### src/rtl/riscv_wb_arbiter.sv
// rtl/riscv_wb_arbiter.sv - two-source round-robin writeback arbiter for the register file write port
module riscv_wb_arbiter #(
  parameter int WORD_LENGTH = 32,
  parameter int ADDR_LENGTH = 5
) (
  input  logic                   clk,
  input  logic                   rst_n,
  input  logic                   s0_valid,
  output logic                   s0_ready,
  input  logic [ADDR_LENGTH-1:0] s0_addr,
  input  logic [WORD_LENGTH-1:0] s0_data,
  input  logic                   s1_valid,
  output logic                   s1_ready,
  input  logic [ADDR_LENGTH-1:0] s1_addr,
  input  logic [WORD_LENGTH-1:0] s1_data,
  output logic                   write_en,
  output logic [ADDR_LENGTH-1:0] write_addr,
  output logic [WORD_LENGTH-1:0] write_data,
  output logic                   busy
);

  // One-entry holding register per source
  logic                   held0, held1;
  logic [ADDR_LENGTH-1:0] addr0, addr1;
  logic [WORD_LENGTH-1:0] data0, data1;

  // Round-robin pointer: 0 favours the ALU, 1 favours the load unit on a tie
  logic                   ptr;

  logic                   retire0, retire1;
  logic                   hs0, hs1;
  logic [ADDR_LENGTH-1:0] sel_addr;
  logic [WORD_LENGTH-1:0] sel_data;

  // Pick the entry to retire this cycle and mux its fields
  always_comb begin
    retire0  = held0 & (~held1 | ~ptr);
    retire1  = held1 & (~held0 | ptr);
    sel_addr = retire1 ? addr1 : addr0;
    sel_data = retire1 ? data1 : data0;
  end

  // A slot is free if empty or being drained this cycle; independent of valid
  assign s0_ready = ~held0 | retire0;
  assign s1_ready = ~held1 | retire1;
  assign hs0      = s0_valid & s0_ready;
  assign hs1      = s1_valid & s1_ready;
  assign busy     = held0 | held1 | write_en;

  // Holding registers, pointer and registered write port
  always_ff @(posedge clk or negedge rst_n) begin
    if (!rst_n) begin
      held0      <= 1'b0;
      held1      <= 1'b0;
      addr0      <= '0;
      addr1      <= '0;
      data0      <= '0;
      data1      <= '0;
      ptr        <= 1'b0;
      write_en   <= 1'b0;
      write_addr <= '0;
      write_data <= '0;
    end else begin
      if (hs0) begin
        held0 <= 1'b1;
        addr0 <= s0_addr;
        data0 <= s0_data;
      end else if (retire0) begin
        held0 <= 1'b0;
      end

      if (hs1) begin
        held1 <= 1'b1;
        addr1 <= s1_addr;
        data1 <= s1_data;
      end else if (retire1) begin
        held1 <= 1'b0;
      end

      // Only a contested retire moves the pointer, away from the winner
      if (held0 & held1) begin
        ptr <= ~ptr;
      end

      if (retire0 | retire1) begin
        write_en   <= (sel_addr != '0);
        write_addr <= sel_addr;
        write_data <= sel_data;
      end else begin
        write_en   <= 1'b0;
      end
    end
  end

endmodule

### config.mk
export PLATFORM = sky130hd
export DESIGN_NAME = riscv_wb_arbiter
export DESIGN_NICKNAME = d
export VERILOG_FILES = /design/src/rtl/riscv_wb_arbiter.sv
export SDC_FILE = /design/constraint.sdc
export NUM_CORES = 1
export LEC_CHECK = 0
export BUFFER_PORTS_ARGS = -buffer_cell sky130_fd_sc_hd__buf_2
export CAP_MARGIN = 25
export CORE_MARGIN = 2
export CORE_UTILIZATION = 45
export DETAILED_ROUTE_END_ITERATION = 7
export PLACE_DENSITY = 0.8
export SLEW_MARGIN = 20
export SYNTH_ARGS = -nofsm -noshare
export SYNTH_HDL_FRONTEND = slang
export SYNTH_SLANG_ARGS = --single-unit
### constraint.sdc
create_clock -name clk -period 1.5 [get_ports clk]
set_input_delay 0.15 -clock clk [delete_from_list [all_inputs] [get_ports clk]]
set_output_delay 0.15 -clock clk [all_outputs]
set_load 0.01 [all_outputs]
==> metrics.txt <==
Syn Nets=425; vias in the first global route=3952; number of synthesized flops with an enable pin=0; Final Power=12400 uW; Initial Utilization=45.7%; Worst setup SP type=register; Syn Area/Cell=13.4 sq um; io pins=119; CTS tree=yes; vias per cell=5.08; post-synth cell types=22; final setup skew=6.60 ps; Slew HR=74.7%; # clock sinks=115; DR iter-0 viols=226; area of the multi-input gates=0.00164 sq mm; Max VDD drop=0.936 mV; Clk network pwr share=32.7%; Yosys warning count=0; final hold vios=0; first-pass GRT wire length=19700 um; internal power=8620 uW; fillers=694; Least-Margin Pin Slew=379 ps; Synth Cell Area=0.00465 sq mm; run status=complete, but fails checks; Psw=3810 uW; drt pass-1 iters=4; crit share post-route=107%; Combinational Power Share=28.7%; maximum buffer depth of the clock tree=2; Total Wirelength=12300 um; r2r startpoint=held0; switch share=30.6%; DIE WIDTH=106 um; die area=0.0112 sq mm; Routed WL per cell=17.3 um; crit end category=output port; r2r setup slk=50 ps; via count=3603; count of pins over their slew limit=0; Post-synth top cells=dfrtp_1, mux2_2, nand2_1, a32oi_1, mux2_1; worst path cell trace=or3_4, buf_6; critical path's slowest cell=dfrtp_2; Synth top area share=61.9%; GPL Wtd Cong=0.800; Synth-to-Final Area Change=49.7%; # rows=37; Leak=0.00326 uW; H-Tree Depth=4; Die Y=106 um; path category of the worst min-delay check=in -> async; Data arrival, critical path=1450 ps; Synth area leaders=dfrtp_1, mux2_2, a32oi_1, nand2_1, mux2_1; total track usage=23.3%; clock period minus worst slack=1600 ps; largest net degree at the start of global routing=49; CTS buffer count=17; register area=0.00288 sq mm; Worst-Skew Late Latency=530 ps; Buffers on Ports=118; Clock Pin Slew Worst Setup and Hold Paths=60 ps; ys async rst share=100%; post-synth top area cell=dfrtp_1; total grt overflow=0; CP required=1350 ps; largest stage delay on the critical path=410 ps; remaining antenna violation count after routing=0; most numerous cell in the Yosys netlist=dfrtp_1; FMAX=625 MHz; ys flop type=dfrtp_1; Crit Path Max Fanout=2; RSZ-0062 raised after global routing=yes; share of layout cells above drive strength 1=43.8%; Syn Inst Count=347; HPWL after DPL=7300 um; Synth Register Bits=115; Setup Viol. Count Final=1; core footprint=0.0102 sq mm; R2R depth=6; failing checks=negative setup slack; Root Driver=clkbuf_8; initial antenna violation count=0; sequential power share=38.5%; Seq/Total Area, Yosys=61.9%; # diodes=0; Final nets=639; final core utilization=68.4%; # DRC=0; WS Path Type=reg -> out; max_cap viols=0; final worst setup slack=-98.8 ps; Cell Pwr Density=1790 mW/mm^2; reg2reg end=write_en
==> cells in the final DEF (no fill, tap or decap), types with 8 or more instances in the layout <==
cell type	instances
buf_4	13
mux2_2	69
buf_2	114
buf_12	8
nand2_1	68
dlygate4sd3_1	77
dfrtp_1	112
mux2_1	10
a32oi_1	32
clkbuf_16	16
==> timing repair <==
action | 4_1_cts | 5_1_grt
resized for setup | 3 | 7
pin swaps | 0 | 3
setup buffers | 3 | 2
hold buffers | 77 | 0
setup endpoints to repair | 3 | 23
hold endpoints to repair | 191 | 0
==> cell families after synthesis <==
family	share of synthesized area, %
buf+inv	3.39
compound gates	7.69
simple gates	7.93
mux	19.1
flops	61.9
==> worst max path at each step <==
stage	depth (start not counted)	endpoint	slack (ps)	from
4_1_cts	2	busy	-90	held1
6_report	2	busy	-100	held0
3_3_place_gp	5	write_en	80	held0
3_5_place_dp	5	write_en	30	held0
5_1_grt	2	busy	-130	held0
2_1_floorplan	5	data0[18]	70	held0
==> sequential cells by signal (all words and copies together), names as in the netlist <==
| register | count |
|---|---|
| ptr | 1 |
| data1 | 32 |
| addr0 | 5 |
| addr1 | 5 |
| write_data | 32 |
| data0 | 32 |
| held1 | 1 |
| write_en | 1 |
| held0 | 1 |
| write_addr | 5 |
==> layout make-up <==
class / instances / area share [%]
Sequential cell: 115 / 41.4
Timing Repair Buffer: 217 / 23.8
Multi-Input combinational cell: 205 / 23.5
Clock buffer: 21 / 6.74
Tap cell: 136 / 2.44
Clock inverter: 10 / 1.87
Inverter: 5 / 0.269
==> through the flow <==
stage	setup slack [ps]	hold WS, ps	instance area, sq um	setup TNS, ps	instances
3_3_place_gp	83.7	89.8	5520	0	596
3_5_place_dp	25.7	95.8	5520	0	596
2_1_floorplan	74.8	-146	4650	0	347
5_1_grt	-130	115	6960	-145	709
4_1_cts	-92.8	80.9	6920	-92.8	707
6_report	-98.8	80.5	6960	-98.8	709
==> per-layer routing <==
metal  track usage, %  vias up  share of wire (%)
met5                0        -                  0
met4             10.6        0                2.2
met3             5.81       23                3.7
met2             41.1       87                 53
met1             26.7     1820                 41
li1                 -     1673                  -
==> power groups by stage <==
stage / logic, uW / clock network, uW / registers, uW
2_1_floorplan: 1730 / 0 / 4940
3_3_place_gp: 3120 / 0 / 4780
3_5_place_dp: 3250 / 0 / 4840
4_1_cts: 3490 / 4100 / 4770
5_1_grt: 3860 / 4260 / 4920
6_report: 3570 / 4070 / 4790
==> critical path, delay by kind of cell, from the launching register on <==
family / cells / cell delay [ps]
simple gates: 1 / 390
buf+inv: 1 / 130
flops: 1 / 410
(Power assumes the default switching activity.)
